--- config.mk ---
export PLATFORM = sky130hd
export DESIGN_NAME = traffic_light_monitor_flat
export DESIGN_NICKNAME = d
export VERILOG_FILES = /design/src/rtl/traffic_light_monitor_pkg.sv /design/src/rtl/traffic_light_monitor_if.sv /design/src/rtl/traffic_light_monitor_decode.sv /design/src/rtl/traffic_light_monitor.sv /design/src/flat_wrapper.sv
export SDC_FILE = /design/constraint.sdc
export NUM_CORES = 1
export LEC_CHECK = 0
export BUFFER_PORTS_ARGS = -buffer_cell sky130_fd_sc_hd__buf_2
export CORE_ASPECT_RATIO = 2
export CORE_MARGIN = 2
export CORE_UTILIZATION = 50
export CTS_CLUSTER_DIAMETER = 80
export DETAILED_ROUTE_END_ITERATION = 10
export PLACE_DENSITY = 0.77
export SLEW_MARGIN = 20
export SYNTH_ARGS = -nofsm -noshare
export SYNTH_HDL_FRONTEND = slang
export SYNTH_HIERARCHICAL = 1
export SYNTH_SLANG_ARGS = --single-unit
--- constraint.sdc ---
create_clock -name clk -period 2.65 [get_ports clk]
set_clock_uncertainty 0.1 [all_clocks]
set_input_delay 0.3975 -clock clk [delete_from_list [all_inputs] [get_ports clk]]
set_output_delay 0.3975 -clock clk [all_outputs]
set_load 0.005 [all_outputs]
--- src/rtl/traffic_light_monitor_pkg.sv ---
// Shared light encodings, approach directions, monitor states and error-bit positions
// for the traffic light monitor.
package traffic_pkg;

  localparam logic [2:0] LIGHT_GREEN  = 3'b001;
  localparam logic [2:0] LIGHT_YELLOW = 3'b010;
  localparam logic [2:0] LIGHT_RED    = 3'b100;

  localparam logic [1:0] DIR_N = 2'd0;
  localparam logic [1:0] DIR_S = 2'd1;
  localparam logic [1:0] DIR_E = 2'd2;
  localparam logic [1:0] DIR_W = 2'd3;

  typedef enum logic [1:0] {
    HUNT   = 2'd0,
    GREEN  = 2'd1,
    YELLOW = 2'd2
  } mon_state_t;

  localparam int ERR_ENC  = 0;
  localparam int ERR_CONF = 1;
  localparam int ERR_SEQ  = 2;
  localparam int ERR_TIME = 3;

endpackage

--- src/rtl/traffic_light_monitor_if.sv ---
// Four-approach light bus from the traffic controller: one sample strobe plus the
// n/s/e/w light codes. The controller drives it; the monitor only listens.
interface traffic_light_monitor_if;
  logic       sample_en;
  logic [2:0] n_lights;
  logic [2:0] s_lights;
  logic [2:0] e_lights;
  logic [2:0] w_lights;

  modport master (output sample_en, n_lights, s_lights, e_lights, w_lights);
  modport slave  (input  sample_en, n_lights, s_lights, e_lights, w_lights);
endinterface

--- src/rtl/traffic_light_monitor_decode.sv ---
// Combinational decode of one approach's 3-bit light code into one-hot flags;
// anything outside the three legal codes is reported as illegal.
module traffic_light_decode
  import traffic_pkg::*;
(
  input  logic [2:0] i_lights,
  output logic       o_is_green,
  output logic       o_is_yellow,
  output logic       o_is_red,
  output logic       o_illegal
);

  assign o_is_green  = (i_lights == LIGHT_GREEN);
  assign o_is_yellow = (i_lights == LIGHT_YELLOW);
  assign o_is_red    = (i_lights == LIGHT_RED);
  assign o_illegal   = !(o_is_green || o_is_yellow || o_is_red);

endmodule

--- src/rtl/traffic_light_monitor.sv ---
// Passive observer of the controller's light buses: locks onto the N->S->E->W rotation,
// checks encoding, exclusion, order and dwell times, and keeps sticky error flags.
module traffic_light_monitor
  import traffic_pkg::*;
#(
  parameter int GREEN_TICKS  = 8,
  parameter int YELLOW_TICKS = 4,
  parameter int CNT_W        = 4
) (
  input  logic                    clk,
  input  logic                    rst_a,
  traffic_light_monitor_if.slave  lights,
  input  logic                    clear_err,
  output logic                    locked,
  output logic [1:0]              cur_dir,
  output logic                    cur_phase,
  output logic [CNT_W-1:0]        dwell,
  output logic [15:0]             rotations,
  output logic [3:0]              err_flags,
  output logic                    err_pulse
);

  localparam logic [CNT_W-1:0] G_LEN = CNT_W'(GREEN_TICKS);
  localparam logic [CNT_W-1:0] Y_LEN = CNT_W'(YELLOW_TICKS);

  // Per-approach flags, indexed by direction code (bit 0 = N ... bit 3 = W).
  logic [3:0] w_green, w_yellow, w_red, w_illegal;

  traffic_light_decode u_dec_n (.i_lights(lights.n_lights), .o_is_green(w_green[0]),
    .o_is_yellow(w_yellow[0]), .o_is_red(w_red[0]), .o_illegal(w_illegal[0]));
  traffic_light_decode u_dec_s (.i_lights(lights.s_lights), .o_is_green(w_green[1]),
    .o_is_yellow(w_yellow[1]), .o_is_red(w_red[1]), .o_illegal(w_illegal[1]));
  traffic_light_decode u_dec_e (.i_lights(lights.e_lights), .o_is_green(w_green[2]),
    .o_is_yellow(w_yellow[2]), .o_is_red(w_red[2]), .o_illegal(w_illegal[2]));
  traffic_light_decode u_dec_w (.i_lights(lights.w_lights), .o_is_green(w_green[3]),
    .o_is_yellow(w_yellow[3]), .o_is_red(w_red[3]), .o_illegal(w_illegal[3]));

  mon_state_t       r_state;
  logic             r_locked;
  logic [1:0]       r_dir;
  logic             r_phase;
  logic [CNT_W-1:0] r_dwell;
  logic [15:0]      r_rot;
  logic [3:0]       r_err_flags;
  logic             r_err_pulse;

  logic [3:0]       w_nonred;
  logic             w_enc_err;
  logic             w_conf_err;
  logic             w_any_err;
  logic [1:0]       w_dir_nxt;
  logic             w_cur_g;
  logic             w_cur_y;
  logic             w_nxt_g;
  logic [1:0]       w_hunt_dir;
  logic [CNT_W-1:0] w_dwell_inc;
  logic [3:0]       w_new_err;

  always_comb begin
    w_nonred    = ~w_red;
    w_enc_err   = |w_illegal;
    // More than one bit set in the non-red vector means two approaches are open.
    w_conf_err  = !w_enc_err && ((w_nonred & (w_nonred - 4'd1)) != 4'd0);
    w_any_err   = w_enc_err || w_conf_err;
    w_dir_nxt   = r_dir + 2'd1;
    w_cur_g     = w_green[r_dir];
    w_cur_y     = w_yellow[r_dir];
    w_nxt_g     = w_green[w_dir_nxt];
    w_dwell_inc = (r_dwell == '1) ? r_dwell : r_dwell + CNT_W'(1);
    w_hunt_dir  = DIR_N;
    for (int i = 0; i < 4; i++) begin
      if (w_green[i]) w_hunt_dir = 2'(i);
    end

    w_new_err = 4'b0000;
    if (w_enc_err) begin
      w_new_err[ERR_ENC] = 1'b1;
    end else if (w_conf_err) begin
      w_new_err[ERR_CONF] = 1'b1;
    end else begin
      case (r_state)
        GREEN: begin
          // Dwell only passes through GREEN_TICKS once per phase, so overrun flags once.
          if (w_cur_g)      w_new_err[ERR_TIME] = (r_dwell == G_LEN);
          else if (w_cur_y) w_new_err[ERR_TIME] = (r_dwell != G_LEN);
          else              w_new_err[ERR_SEQ]  = 1'b1;
        end
        YELLOW: begin
          if (w_cur_y)      w_new_err[ERR_TIME] = (r_dwell == Y_LEN);
          else if (w_nxt_g) w_new_err[ERR_TIME] = (r_dwell != Y_LEN);
          else              w_new_err[ERR_SEQ]  = 1'b1;
        end
        default: ;
      endcase
    end
    if (!lights.sample_en) w_new_err = 4'b0000;
  end

  always_ff @(posedge clk or posedge rst_a) begin
    if (rst_a) begin
      r_state     <= HUNT;
      r_locked    <= 1'b0;
      r_dir       <= DIR_N;
      r_phase     <= 1'b0;
      r_dwell     <= '0;
      r_rot       <= 16'd0;
      r_err_flags <= 4'b0000;
      r_err_pulse <= 1'b0;
    end else begin
      r_err_pulse <= |w_new_err;
      r_err_flags <= (clear_err ? 4'b0000 : r_err_flags) | w_new_err;
      if (lights.sample_en) begin
        if (w_any_err) begin
          r_state  <= HUNT;
          r_locked <= 1'b0;
          r_phase  <= 1'b0;
          r_dwell  <= '0;
        end else begin
          case (r_state)
            HUNT: begin
              if (|w_green) begin
                r_state  <= GREEN;
                r_locked <= 1'b1;
                r_dir    <= w_hunt_dir;
                r_phase  <= 1'b0;
                r_dwell  <= CNT_W'(1);
              end
            end
            GREEN: begin
              if (w_cur_g) begin
                r_dwell <= w_dwell_inc;
              end else if (w_cur_y) begin
                r_state <= YELLOW;
                r_phase <= 1'b1;
                r_dwell <= CNT_W'(1);
              end else begin
                r_state  <= HUNT;
                r_locked <= 1'b0;
                r_phase  <= 1'b0;
                r_dwell  <= '0;
              end
            end
            YELLOW: begin
              if (w_cur_y) begin
                r_dwell <= w_dwell_inc;
              end else if (w_nxt_g) begin
                r_state <= GREEN;
                r_dir   <= w_dir_nxt;
                r_phase <= 1'b0;
                r_dwell <= CNT_W'(1);
                if (w_dir_nxt == DIR_N && r_rot != 16'hFFFF) r_rot <= r_rot + 16'd1;
              end else begin
                r_state  <= HUNT;
                r_locked <= 1'b0;
                r_phase  <= 1'b0;
                r_dwell  <= '0;
              end
            end
            default: begin
              r_state  <= HUNT;
              r_locked <= 1'b0;
            end
          endcase
        end
      end
    end
  end

  assign locked    = r_locked;
  assign cur_dir   = r_dir;
  assign cur_phase = r_phase;
  assign dwell     = r_dwell;
  assign rotations = r_rot;
  assign err_flags = r_err_flags;
  assign err_pulse = r_err_pulse;

endmodule

--- src/flat_wrapper.sv ---
// flat-port wrapper written by rule: the top's interface ports become plain ports
module traffic_light_monitor_flat import traffic_pkg::*;
#(
  parameter int GREEN_TICKS  = 8,
  parameter int YELLOW_TICKS = 4,
  parameter int CNT_W        = 4
)
  (clk, rst_a, clear_err, locked, cur_dir, cur_phase, dwell, rotations, err_flags, err_pulse, lights_sample_en, lights_n_lights, lights_s_lights, lights_e_lights, lights_w_lights);
  traffic_light_monitor_if lights_i ();
  input  logic clk;
  input  logic rst_a;
  input  logic clear_err;
  output logic locked;
  output logic [1:0] cur_dir;
  output logic cur_phase;
  output logic [CNT_W-1:0] dwell;
  output logic [15:0] rotations;
  output logic [3:0] err_flags;
  output logic err_pulse;
  input wire logic [$bits(lights_i.sample_en)-1:0] lights_sample_en;
  input wire logic [$bits(lights_i.n_lights)-1:0] lights_n_lights;
  input wire logic [$bits(lights_i.s_lights)-1:0] lights_s_lights;
  input wire logic [$bits(lights_i.e_lights)-1:0] lights_e_lights;
  input wire logic [$bits(lights_i.w_lights)-1:0] lights_w_lights;
  assign lights_i.sample_en = lights_sample_en;
  assign lights_i.n_lights = lights_n_lights;
  assign lights_i.s_lights = lights_s_lights;
  assign lights_i.e_lights = lights_e_lights;
  assign lights_i.w_lights = lights_w_lights;
  traffic_light_monitor #(.GREEN_TICKS(GREEN_TICKS), .YELLOW_TICKS(YELLOW_TICKS), .CNT_W(CNT_W)) u_core (.clk(clk), .rst_a(rst_a), .lights(lights_i), .clear_err(clear_err), .locked(locked), .cur_dir(cur_dir), .cur_phase(cur_phase), .dwell(dwell), .rotations(rotations), .err_flags(err_flags), .err_pulse(err_pulse));
endmodule
Yosys cells after proc, flatten, opt, wreduce, memory -nomap -nowiden
Index checks and enable logic that the tools add are counted.
{"block": "totals", "input_bits": 16, "ff_bits": 31, "out_inout_bits": 29, "elab_cells": 132}
{"block": "op_classes", "reduce_logical": 30, "mux": 55, "magnitude_cmp": 2, "add_sub_neg": 4, "eq_ne": 28, "n_bitwise": 5}
{"op": "2-to-1 mux 4 bit", "n": 7}
{"op": "2-to-1 mux 1 bit", "n": 27}
{"op": "2-to-1 mux 2 bit", "n": 11}
{"op": "AND reduction 6 bit", "n": 3}
{"op": "adder 16 x 1 -> 16 bit, second input constant", "n": 1}
{"op": "!= test 16 bit, second input constant", "n": 1}
{"op": "== test 3 x 1 -> 1 bit, second input constant", "n": 4}
{"op": "== test 3 x 2 -> 1 bit, second input constant", "n": 4}
{"op": "== test 3 bit, second input constant", "n": 4}
{"op": "!= test 3 x 2 -> 1 bit, second input constant", "n": 4}
{"op": "one-hot mux 4 bit (3 select lines)", "n": 1}
{"op": "OR reduction 4 bit", "n": 3}
{"op": "logical OR 1 bit", "n": 9}
{"op": "== test 4 bit, second input constant", "n": 2}
{"op": "one-hot mux 2 bit (2 select lines)", "n": 2}
{"op": "nonzero test 4 bit", "n": 2}
{"op": "binary-select mux 1 bit (select 2 bit)", "n": 3}
{"op": "less-than comparator 2 x 3 -> 1 bit, second input constant", "n": 2}
{"op": "one-hot mux 1 bit (3 select lines)", "n": 2}
{"op": "one-hot mux 2 bit (3 select lines)", "n": 1}
{"op": "logical NOT 1 bit", "n": 5}
{"op": "AND reduction 5 bit", "n": 1}
{"op": "adder 4 x 1 -> 4 bit, second input constant", "n": 1}
{"op": "AND 4 bit", "n": 1}
{"op": "other kinds (19)", "n": 23}

Depth between registers and ports, before layout
Gate-level depths: netlist of the first run.
{"block": "depth", "word_depth": 11, "depth_mapped": 9, "depth_no_buf": 7}

By module
Netlist of the first run, hierarchy kept.
{"mod": "traffic_light_monitor", "area_per_inst_um2": 2053.2, "cells_each": 201, "instances": 1}
{"mod": "traffic_light_decode", "area_per_inst_um2": 41.3, "cells_each": 6, "instances": 4}

Worst setup path after synthesis of the first run
OpenSTA, ideal clock, no wires.
{"block": "synth_timing", "kind": "input port to flip-flop", "start": "input lights_s_lights[0]", "end": "register u_core.r_rot[1], in the netlist u_core/rotations[1]", "arrival_time_ps": 2195, "slack_ps": 230, "setup_time_ps": 125, "cell_stages": 6, "n_path_buf": 0, "required_time_ps": 2425, "path_cell_list": "o21ai_0 > o21ai_1 > or4_4 > a311oi_4 > o2111a_4 > mux2_2"}
{"block": "synth_via", "elab_chain_len": 10, "elab_cells_between_ends": 21, "classes_between": "add/sub (1); eq/ne (3); mux (4); bitwise (4); reduce/logical (9)"}
{"item": "start: declaration", "line": "flat_wrapper.sv:22", "source": "input wire logic [$bits(lights_i.s_lights)-1:0] lights_s_lights;"}
{"item": "== test 3 x 1 -> 1 bit / == test 3 x 2 -> 1 bit (equally long branches)", "line": "traffic_light_monitor_decode.sv:13, traffic_light_monitor_decode.sv:14"}
{"item": "logical OR 1 bit", "line": "traffic_light_monitor_decode.sv:16", "source": "assign o_illegal = !(o_is_green || o_is_yellow || o_is_red);"}
{"item": "logical OR 1 bit *", "line": "traffic_light_monitor_decode.sv:16"}
{"item": "logical NOT 1 bit *", "line": "traffic_light_monitor_decode.sv:16"}
{"item": "named net u_core.w_illegal[1]", "line": "traffic_light_monitor.sv:27", "source": "logic [3:0] w_green, w_yellow, w_red, w_illegal;"}
{"item": "OR reduction 4 bit *", "line": "traffic_light_monitor.sv:61", "source": "w_enc_err = |w_illegal;"}
{"item": "logical NOT 1 bit", "line": "traffic_light_monitor.sv:63", "source": "w_conf_err = !w_enc_err && ((w_nonred & (w_nonred - 4'd1)) != 4'd0);"}
{"item": "logical AND 1 bit", "line": "traffic_light_monitor.sv:63"}
{"item": "logical OR 1 bit *", "line": "traffic_light_monitor.sv:64", "source": "w_any_err = w_enc_err || w_conf_err;"}
{"item": "NOT 1 bit (no line) *"}
{"item": "AND reduction 6 bit (no line) *"}
{"item": "end signal: assignment", "line": "traffic_light_monitor.sv:151", "source": "if (w_dir_nxt == DIR_N && r_rot != 16'hFFFF) r_rot <= r_rot + 16'd1;"}
{"item": "end: declaration", "line": "traffic_light_monitor.sv:43", "source": "logic [15:0] r_rot;"}
Mark *: on every way through the listed nets, which the timed path passes. The rest lies on a longest branch. The select of a mux whose other input is x is not followed.
A chain may end at the register's enable or synchronous reset.

Worst setup path in the final report of the first run
{"block": "layout_timing", "start": "register u_core.r_dir[1], in the netlist u_core/cur_dir[1]", "end": "register u_core.r_dir[0], in the netlist u_core/cur_dir[0]"}
{"block": "layout_via", "elab_chain_len": 5, "elab_cells_between_ends": 8, "classes_between": "add/sub (1); eq/ne (2); mux (4); reduce/logical (1)"}
{"item": "start: declaration", "line": "traffic_light_monitor.sv:40", "source": "logic [1:0] r_dir;"}
{"item": "start signal: assignment", "line": "traffic_light_monitor.sv:124", "source": "r_dir <= w_hunt_dir;"}
{"item": "start signal: assignment", "line": "traffic_light_monitor.sv:148", "source": "r_dir <= w_dir_nxt;"}
{"item": "adder 2 x 1 -> 2 bit", "line": "traffic_light_monitor.sv:65", "source": "w_dir_nxt = r_dir + 2'd1;"}
{"item": "binary-select mux 1 bit (select 2 bit)", "line": "traffic_light_monitor.sv:68", "source": "w_nxt_g = w_green[w_dir_nxt];"}
{"item": "2-to-1 mux 1 bit (implied by the code)", "line": "traffic_light_monitor.sv:68"}
{"item": "!= test 2 x 1 -> 1 bit (no line)"}
{"item": "AND reduction 6 bit (no line) *"}
Every way passes the cells marked *; elsewhere a longest branch is shown, timed or not. The select of a mux whose other input is x is not followed.

==> results of run 1 <==
metal layers:
layer / part of all wire / wire (µm)
met5: 0 / 0
met4: 0.049 / 266
met3: 0.034 / 188
met2: 0.58 / 3190
met1: 0.33 / 1830
layout make-up:
| cell class | count | area share |
|---|---|---|
| Clock inverter | 1 | 0.00185 |
| Sequential cell | 31 | 0.287 |
| Timing Repair Buffer | 59 | 0.133 |
| Inverter | 16 | 0.0223 |
| Multi-Input combinational cell | 174 | 0.500 |
| Tap cell | 54 | 0.0250 |
| Clock buffer | 6 | 0.0306 |
how the worst max path moves through the flow:
stage	end	cells past startpoint	slack, ns
2_1_floorplan	u_core/rotations[1]	6	0.23
3_3_place_gp	u_core/rotations[12]	9	0.08
3_5_place_dp	u_core/rotations[4]	9	0.02
4_1_cts	u_core/cur_dir[0]	6	0.26
5_1_grt	u_core/cur_dir[0]	6	0.14
6_report	u_core/cur_dir[0]	6	0.25
worst max-delay path, cell delays in order (launching register included):
cell	delay (ns)
dfrtp_1	0.45
ha_1	0.40
mux4_2	0.35
nor3b_2	0.19
o211ai_1	0.35
mux2_2	0.38
o21ai_0	0.08
Yosys cell counts, types with 3 or more instances:
| master | instances | area (µm²) |
|---|---|---|
| mux2i_1 | 6 | 60.1 |
| mux2_2 | 5 | 56.3 |
| o21ai_1 | 4 | 20.0 |
| mux4_2 | 3 | 67.6 |
| nand2_1 | 8 | 30.0 |
| dfrtp_1 | 31 | 776 |
| nand2b_1 | 3 | 18.8 |
| nor2_1 | 7 | 26.3 |
| o22ai_1 | 3 | 18.8 |
| nand4_1 | 7 | 43.8 |
| nor2b_1 | 3 | 18.8 |
| and3_1 | 4 | 25.0 |
| o211ai_1 | 4 | 30.0 |
| o21ai_0 | 12 | 60.1 |
| a21oi_1 | 7 | 35.0 |
| ha_1 | 8 | 100 |
| o32ai_1 | 3 | 26.3 |
| nand3_1 | 10 | 50.1 |
| xnor2_1 | 15 | 131 |
| inv_1 | 16 | 60.1 |
| nor3b_1 | 14 | 105 |
| nand3_2 | 6 | 60.1 |
| xor2_1 | 5 | 43.8 |
| a21o_1 | 4 | 30.0 |
| nor3_1 | 6 | 30.0 |
flip-flops by register name, indices dropped and copies added, names as in the netlist:
register	cells
u_core/dwell	4
u_core/err_flags	4
u_core/cur_dir	2
u_core/locked	1
u_core/cur_phase	1
u_core/rotations	16
u_core/err_pulse	1
u_core/r_state	2
cell families (layout without fill, tap and decap cells):
group / count (synthesis) / in the layout
AOI/OAI and AO/OA: 49 / 49
xor gates and xnor gates: 20 / 20
adders and majority gates: 8 / 8
buffers and inverters: 20 / 82
DFF: 31 / 31
muxes: 14 / 14
and+or+nand+nor: 83 / 83
report_power, final:
part           internal (W)  switching (W)  leakage, nW  total, W
registers          0.000476     0.00000146        0.423  0.000478
clock network      0.000203       0.000174       0.0470  0.000377
logic             0.0000427      0.0000590        0.812  0.000102
total              0.000722       0.000234         1.28  0.000957
per-stage QoR:
step | util | cells
after detailed placement | 0.608 | 334
after global placement | 0.608 | 334
after global routing | 0.628 | 341
final | 0.628 | 341
after CTS | 0.628 | 341
after floorplan | - | 225
==> run metrics, run 1 <==
Routability Congestion=approximately 0.86; worst vdd ir=~0.32 mV; XOR/XNOR Fraction of Synth Area=0.0790; Worst-Margin Slew=~0.50 ns; crit share post-route=0.905; Hold WC Path Type=in2async; leak pwr=~1.3 nW; Post-CTS Setup Bufs=0; Setup TNS=0 ns; Max Slew Vio Count=0; CTS root buf=clkbuf_8; detailed placement HPWL=4.41 mm; DR WL/cell=roughly 16 µm; final setup fails=0; DR vias=about 2000; Max Cap Viol=0; WP data arrival=2.49 ns; Crit Path Class=reg2reg; Clk Latency, worst-skew pair=0.28 ns; total power=approximately 0.00096 W; Slew Limit Headroom=0.666; Post-CTS Hold Fix Bufs=0; r2r setup slk=roughly 0.25 ns; I/O Pins=45; final hold viol count=0; clock-pin transition on the worst setup and hold timing paths=about 0.07 ns; Post-synth EDFFs=0; met1 usage=0.216; multiplexer area fraction after synthesis=0.0829; Die Span X=51.1 µm; Mapped Nets=approximately 250; CTS H-tree depth=2; synthesized area per cell=9.86 µm²; GR Layer Usage met2=0.467; r2r endpoint=u_core/cur_dir[0]; antenna-violating nets left=0; power per cell area=354 nW/µm²; Worst Setup End Kind=register; Multi-input gate area=about 1400 µm²; most common cell after layout, fill and taps aside=buf_2; Register Area=around 780 µm²; adder-cell share of the synthesized area=0.0451; asr flop ratio synth=1.00; grt met3 use=0.0291; worst setup margin=0.252 ns; TritonRoute pass-1 iters=4; post-place instance area=about 2600 µm²; row count=34; most frequent cells in the layout=buf_2, dfrtp_1, inv_1; design area=about 2700 µm²; share of layout cells above drive strength 1=0.324; global route total overflow=0; Fin Hold WS=between 0.08 and 0.09 ns; antenna violations before repair=0; first-pass GRT wire length=just over 9 mm; drt via density=between 5 and 6; Post-Syn Area=~2200 µm²; chip height=slightly below 100 µm; Distinct cells, synth=50; synthesized netlist cell count=around 230; synthesis-to-layout area growth=21.7%; RSZ-0062 raised after global routing=no; vias in the first global route=2117; overall routed net length=approximately 5.5 mm; CTS tree=done; Seq/Total Area, Yosys=0.350; Max Clk Rate=0.417 GHz; Post-Synth Simple-Gate Area=0.243; Synth Area in Compound Gates=0.159; fillers=~400; pre-CTS setup slack=between 0.02 and 0.025 ns; Critical Path Start=u_core/cur_dir[1]; Starting Density=0.516; die area=5020 µm²; combinational family with the most area after synthesis=simple AND/OR/NAND/NOR gates; DR iter-0 viols=33; Yosys reg bits=31; NumNets Final=just over 300; critical-path maximum fanout=5; final worst path period need=~2.4 ns; n_diodes=0; Yosys warning total=6; CTS max path bufs=2; largest net degree at the start of global routing=32; Core ar.=approximately 4300 µm²; CP Launch Type=register; R2R cell count=6; drt drc=0; port bufs=44; critical path required time=between 2 and 3 ns; clk sink count=31; outcome=finished clean; GRT Overall Usage=0.241; Worst R2R Start=u_core/cur_dir[1]; post-cts gate resize count=0; Top FF cell, synth=dfrtp_1; gr busiest metal=met2; clock buffer count from CTS=5
(Power assumes the default switching activity.)
==> run 2, diff against run 1 <==
--- a/config.mk
+++ b/config.mk
@@ -5,13 +5,14 @@
 export SDC_FILE = /design/constraint.sdc
 export NUM_CORES = 1
 export LEC_CHECK = 0
+export ABC_AREA = 1
 export BUFFER_PORTS_ARGS = -buffer_cell sky130_fd_sc_hd__buf_2
 export CORE_ASPECT_RATIO = 2
 export CORE_MARGIN = 2
-export CORE_UTILIZATION = 50
+export CORE_UTILIZATION = 57
 export CTS_CLUSTER_DIAMETER = 80
 export DETAILED_ROUTE_END_ITERATION = 10
-export PLACE_DENSITY = 0.77
+export PLACE_DENSITY = 0.84
 export SLEW_MARGIN = 20
 export SYNTH_ARGS = -nofsm -noshare
 export SYNTH_HDL_FRONTEND = slang
==> constraint.sdc (replaced) <==
create_clock -name clk -period 2.65 [get_ports clk]
set_clock_uncertainty 0.1 [all_clocks]
set_input_delay 0.6625 -clock clk [delete_from_list [all_inputs] [get_ports clk]]
set_output_delay 0.6625 -clock clk [all_outputs]
set_load 0.005 [all_outputs]
==> run metrics, run 2 <==
outcome=finished clean; Top FF cell, synth=dfrtp_1; worst vdd ir=0.236 mV (-27%); synthesis-to-layout area growth=14.6%; n_diodes=0 (unchanged); Core ar.=4340 µm² (+0.99%); Fin Hold WS=0.351 ns (+0.266 ns); chip height=98.6 µm (+0.40%); critical path required time=2.77 ns (+0.02 ns); antenna violations before repair=0 (unchanged); Crit Path Class=in2reg; Worst Setup End Kind=register; first-pass GRT wire length=11.4 mm (+24%); Setup TNS=0 ns (unchanged); drt drc=0 (unchanged); NumNets Final=470 (+51%); GRT Overall Usage=0.292 (+0.0507); asr flop ratio synth=1.00 (unchanged); die area=5060 µm² (+0.78%); overall routed net length=6.63 mm (+21%); Routability Congestion=0.958 (+11%); max reg flops=16 (unchanged); Post-Synth Simple-Gate Area=0.455 (+0.212); Max Clk Rate=0.437 GHz (+4.9%); most frequent cells in the layout=nand2_1, inv_1, nand3_1; multiplexer area fraction after synthesis=0 (-0.0829); crit share post-route=0.863 (-0.0423); row count=34 (unchanged); vias in the first global route=2757 (+30%); Seq/Total Area, Yosys=0.304 (-0.0455); combinational family with the most area after synthesis=simple AND/OR/NAND/NOR gates; share of layout cells above drive strength 1=0.173 (-0.151); largest cells by area after synthesis=dfrtp_1, nand2_1, nand3_1, inv_1, nor2_1; power per cell area=325 nW/µm² (-8.4%); clk sink count=31 (unchanged); leading area contributor after synthesis=dfrtp_1; Slew Limit Headroom=0.717 (+0.0514); port bufs=44 (unchanged); Hold WC Path Type=in2async; cell count after placement=493 (+48%); Yosys reg bits=31 (unchanged); Clk Latency, worst-skew pair=0.28 ns (about the same); final hold viol count=0 (unchanged); Max Slew Vio Count=0 (unchanged); r2r endpoint=u_core/rotations[6]; adder-cell share of the synthesized area=0.0393 (-0.00587); Starting Density=0.588 (+0.0714); Distinct cells, synth=26 (-48%); final setup fails=0 (unchanged); gr busiest metal=met2; XOR/XNOR Fraction of Synth Area=0.0481 (-0.0309); CP Launch Type=primary input; DR WL/cell=13.3 µm (-18%); TritonRoute pass-1 iters=4 (unchanged); final worst path period need=2.29 ns (-0.112 ns); post-cts gate resize count=0 (unchanged); CTS tree=done; CTS H-tree depth=2 (unchanged); DR iter-0 viols=119 (+260%); largest net degree at the start of global routing=32 (unchanged); RSZ-0062 raised after global routing=no; final cell count without fillers=500 (+47%); global route total overflow=0 (unchanged); I/O Pins=45 (unchanged); Synth top area share=0.304 (-0.0455); Post-CTS Hold Fix Bufs=0 (unchanged); Worst-Margin Slew=0.421 ns (-0.0792 ns); Post-Syn Area=2550 µm² (+15%); synthesized netlist cell count=395 (+76%); clock buffer count from CTS=5 (unchanged); Post-synth EDFFs=0 (unchanged); CTS root buf=clkbuf_8; WP data arrival=2.40 ns (-0.09 ns); Worst R2R Start=u_core/rotations[0]; met1 usage=0.259 (+0.0434); r2r setup slk=0.58 ns (+0.33 ns); Core Util, Final=0.674 (+0.0455); grt met3 use=0.0379 (+0.00883); leak pwr=1.65 nW (+29%); drt via density=5.48 (-7.9%); Yosys warning total=6 (unchanged); critical-path maximum fanout=5 (unchanged); DR vias=2741 (+35%); synthesized area per cell=6.46 µm² (-35%); CTS max path bufs=2 (unchanged); clock-pin transition on the worst setup and hold timing paths=0.06 ns (about the same); GR Layer Usage met2=0.556 (+0.0899); most common cell after layout, fill and taps aside=nand2_1; R2R cell count=9 (+3); Max Cap Viol=0 (unchanged); detailed placement HPWL=5.26 mm (+19%); cell with the most instances after synthesis=nand2_1; Post-synth top cells=nand2_1, inv_1, nand3_1, nor2_1, dfrtp_1; Post-CTS Setup Bufs=0 (unchanged); Synth Area in Compound Gates=0.0402 (-0.119); total power=0.000949 W (-0.78%); antenna-violating nets left=0 (unchanged); Die Span X=51.3 µm (+0.38%); Mapped Nets=419 (+68%)
run 2: cell types whose count changed in the layout (fill, tap and decap cells not counted), moves of 6 or more:
cell and delta:
nor2_2 +6, nand2_1 +121, mux2i_1 -6, nor2_1 +36, buf_4 -7, nand3_2 -6, nor3b_1 -14, xnor2_1 -11
nand3_1 +41, inv_1 +45
run 2: worst max-delay path by stage:
stage | from | slack, ns | cells past startpoint | endpoint
2_1_floorplan | lights_n_lights[0] | 0.42 | 11 | u_core/rotations[10]
3_3_place_gp | lights_e_lights[0] | 0.15 | 15 | u_core/dwell[3]
3_5_place_dp | lights_e_lights[0] | 0.12 | 15 | u_core/dwell[3]
4_1_cts | lights_e_lights[0] | 0.41 | 15 | u_core/dwell[3]
5_1_grt | lights_s_lights[0] | 0.15 | 15 | u_core/cur_phase
6_report | lights_s_lights[0] | 0.36 | 15 | u_core/cur_phase
run 2: routing by layer:
| layer | vias to the layer above | wire [µm] | share of wire |
|---|---|---|---|
| met5 | - | 0 | 0 |
| met1 | 1274 | 2120 | 0.32 |
| met2 | 101 | 3860 | 0.58 |
| li1 | 1329 | - | - |
| met3 | 37 | 213 | 0.032 |
| met4 | 0 | 434 | 0.065 |
run 2: layout make-up:
| type | instances | area, µm² |
|---|---|---|
| Multi-Input combinational cell | 295 | 1490 |
| Fill cell | 413 | 1420 |
| Sequential cell | 31 | 776 |
| Timing Repair Buffer | 50 | 265 |
| Inverter | 63 | 241 |
| Clock buffer | 6 | 82.6 |
| Tap cell | 54 | 67.6 |
| Clock inverter | 1 | 5.00 |
run 2: worst max-delay path, stage by stage:
cell	delay, ns
buf_2	0.12
nor3_2	0.29
nor2_2	0.07
inv_1	0.05
nand2_1	0.04
nor2_1	0.13
buf_4	0.15
inv_1	0.04
nor2_1	0.19
nand2_1	0.16
nand2_1	0.18
inv_1	0.11
nand3_1	0.10
nand2_1	0.06
nand2_1	0.05
run 2: per-stage QoR:
step	area (µm²)	worst slack (ns)
5_1_grt	2920	0.151
3_3_place_gp	2840	0.150
2_1_floorplan	2550	0.420
3_5_place_dp	2840	0.117
4_1_cts	2920	0.406
6_report	2920	0.364
run 2: power breakdown:
part / switching (W) / total (W) / leakage (nW) / internal, W
logic: 0.0000619 / 0.0000951 / 1.18 / 0.0000332
clock network: 0.000172 / 0.000375 / 0.0470 / 0.000203
registers: 0.00000237 / 0.000479 / 0.422 / 0.000476
total: 0.000236 / 0.000949 / 1.65 / 0.000713
run 2: kinds of logic (layout without fill, tap and decap cells):
group                      count (synthesis)  count (layout)
and+or+nand+nor                          254             254
xor gates and xnor gates                  14              14
AOI/OAI and AO/OA                         19              19
buffers and inverters                     69             120
adders and majority gates                  8               8
DFF                                       31              31
==> run 3, diff against run 2 <==
==> constraint.sdc (replaced) <==
create_clock -name clk -period 2.6 [get_ports clk]
set_clock_uncertainty 0.1 [all_clocks]
set_input_delay 0.65 -clock clk [delete_from_list [all_inputs] [get_ports clk]]
set_output_delay 0.65 -clock clk [all_outputs]
set_load 0.005 [all_outputs]
==> run metrics, run 3 (synthesis gave the netlist of run 2 again) <==
first-pass GRT wire length=11.5 mm (+1.4%); power per cell area=367 nW/µm² (+13%); Routability Congestion=0.978 (+2.1%); CTS H-tree depth=2 (unchanged); final hold viol count=0 (unchanged); CTS max path bufs=2 (unchanged); port bufs=44 (unchanged); slowest stage delay, CP=0.28 ns (about the same); final worst path period need=between 2 and 2.5 ns; Hold WC Path Type=in2async; final setup fails=0 (unchanged); Top cell by count, worst path=nand2_1; most frequent cells in the layout=nand2_1, inv_1, nand3_1; DR vias=2747 (+0.22%); Max Cap Viol=0 (unchanged); Worst Setup End Kind=register; Slew Limit Headroom=0.715 (-0.00248); slowest library cell on the worst path=nor3_2; Core ar.=4340 µm² (unchanged); n_diodes=0 (unchanged); row count=34 (unchanged); antenna violations before repair=0 (unchanged); Die Span X=51.3 µm (unchanged); NumNets Final=471 (+0.21%); clock-pin transition on the worst setup and hold timing paths=0.07 ns (about the same); Clk Latency, worst-skew pair=0.29 ns (about the same); chip height=98.6 µm (unchanged); overall routed net length=6.85 mm (+3.3%); CTS root buf=clkbuf_8; most common cell after layout, fill and taps aside=nand2_1; leak pwr=1.67 nW (+1.2%); largest net degree at the start of global routing=32 (unchanged); CTS tree=done; outcome=finished clean; clk sink count=31 (unchanged); TritonRoute pass-1 iters=4 (unchanged); GRT Overall Usage=0.299 (+0.00686); share of layout cells above drive strength 1=0.176 (+0.00369); crit share post-route=0.868; Post-CTS Setup Bufs=0 (unchanged); critical-path maximum fanout=5 (unchanged); total power=0.00109 W (+15%); Post-CTS Hold Fix Bufs=0 (unchanged); DR WL/cell=13.6 µm (+2.9%); DR iter-0 viols=147 (+24%); RSZ-0062 raised after global routing=no; Max Slew Vio Count=0 (unchanged); detailed placement HPWL=5.43 mm (+3.2%); Max Clk Rate=approximately 0.44 GHz; R2R cell count=9 (unchanged); drt drc=0 (unchanged); post-cts gate resize count=0 (unchanged); max reg flops=16 (unchanged); drt via density=5.47 (-0.18%); Setup TNS=0 ns (unchanged); synthesis-to-layout area growth=16.1%; CP Launch Type=primary input; Worst-Margin Slew=0.425 ns (+0.00370 ns); vias in the first global route=2718 (-1.4%); die area=5060 µm² (unchanged); Crit Path Class=in2reg; CP Cell Sequence=buf_2, nor3_2, nor2_2, inv_1, nand2_1, nor2_1, buf_4, inv_1, nor2_1, nand2_1, nand2_1, inv_1, nand2_1, nand2_1, nor2_1; clock buffer count from CTS=5 (unchanged); WP data arrival=2.39 ns (about the same); I/O Pins=45 (unchanged); critical path required time=2.73 ns (-0.04 ns); worst vdd ir=0.272 mV (+15%); Starting Density=0.588 (unchanged); antenna-violating nets left=0 (unchanged); global route total overflow=0 (unchanged)
run 3: cell types whose count changed in the layout (fill, tap and decap cells not counted):
cell       before  now
buf_4           6    7
bufinv_16       0    1
run 3: worst max-delay path, delay by kind of cell:
| kind | cells | cell delay (ns) |
|---|---|---|
| buffers and inverters | 5 | 0.48 |
| and+or+nand+nor | 10 | 1.26 |
run 3: final timing paths:
kind	start	endpoint	slack (ns)
worst min-delay path	rst_a	u_core/rotations[2]	0.33
worst min register to register	u_core/err_flags[3]	u_core/err_flags[3]	0.38
max in group asynchronous	rst_a	u_core/rotations[15]	1.77
worst max register to register	u_core/rotations[0]	u_core/rotations[5]	0.47
worst max-delay path	lights_n_lights[0]	u_core/dwell[3]	0.34
min in group clk	u_core/err_flags[3]	u_core/err_flags[3]	0.38
run 3: metrics by stage:
stage / utilization / area [µm²] / hold slack, ns / setup slack, ns / cells
after floorplan: - / 2550 / 0.364 / 0.382 / 395
after global placement: 0.655 / 2840 / 0.366 / 0.134 / 494
after detailed placement: 0.655 / 2840 / 0.363 / 0.106 / 494
after CTS: 0.682 / 2960 / 0.343 / 0.369 / 502
after global routing: 0.682 / 2960 / 0.362 / 0.0916 / 502
final: 0.682 / 2960 / 0.330 / 0.342 / 502
run 3: final cells by class:
class                   count  area, µm²
clock inverters             2       35.0
fillers                   398       1380
clock buffers               6       82.6
multi-input cells         295       1490
repair buffers             51        273
flip-flops and latches     31        776
well taps                  54       67.6
inverters                  63        241
run 3: where the power goes:
group          internal (W)  switching (W)  leakage (nW)
Clock              0.000310       0.000193        0.0612
Sequential         0.000485     0.00000178         0.422
Combinational     0.0000340      0.0000637          1.18
run 3: layer usage:
layer  global-route usage  part of all wire
met1                0.245              0.32
met2                0.573              0.56
met3               0.0500             0.040
met4                0.241             0.080
met5                    0                 0
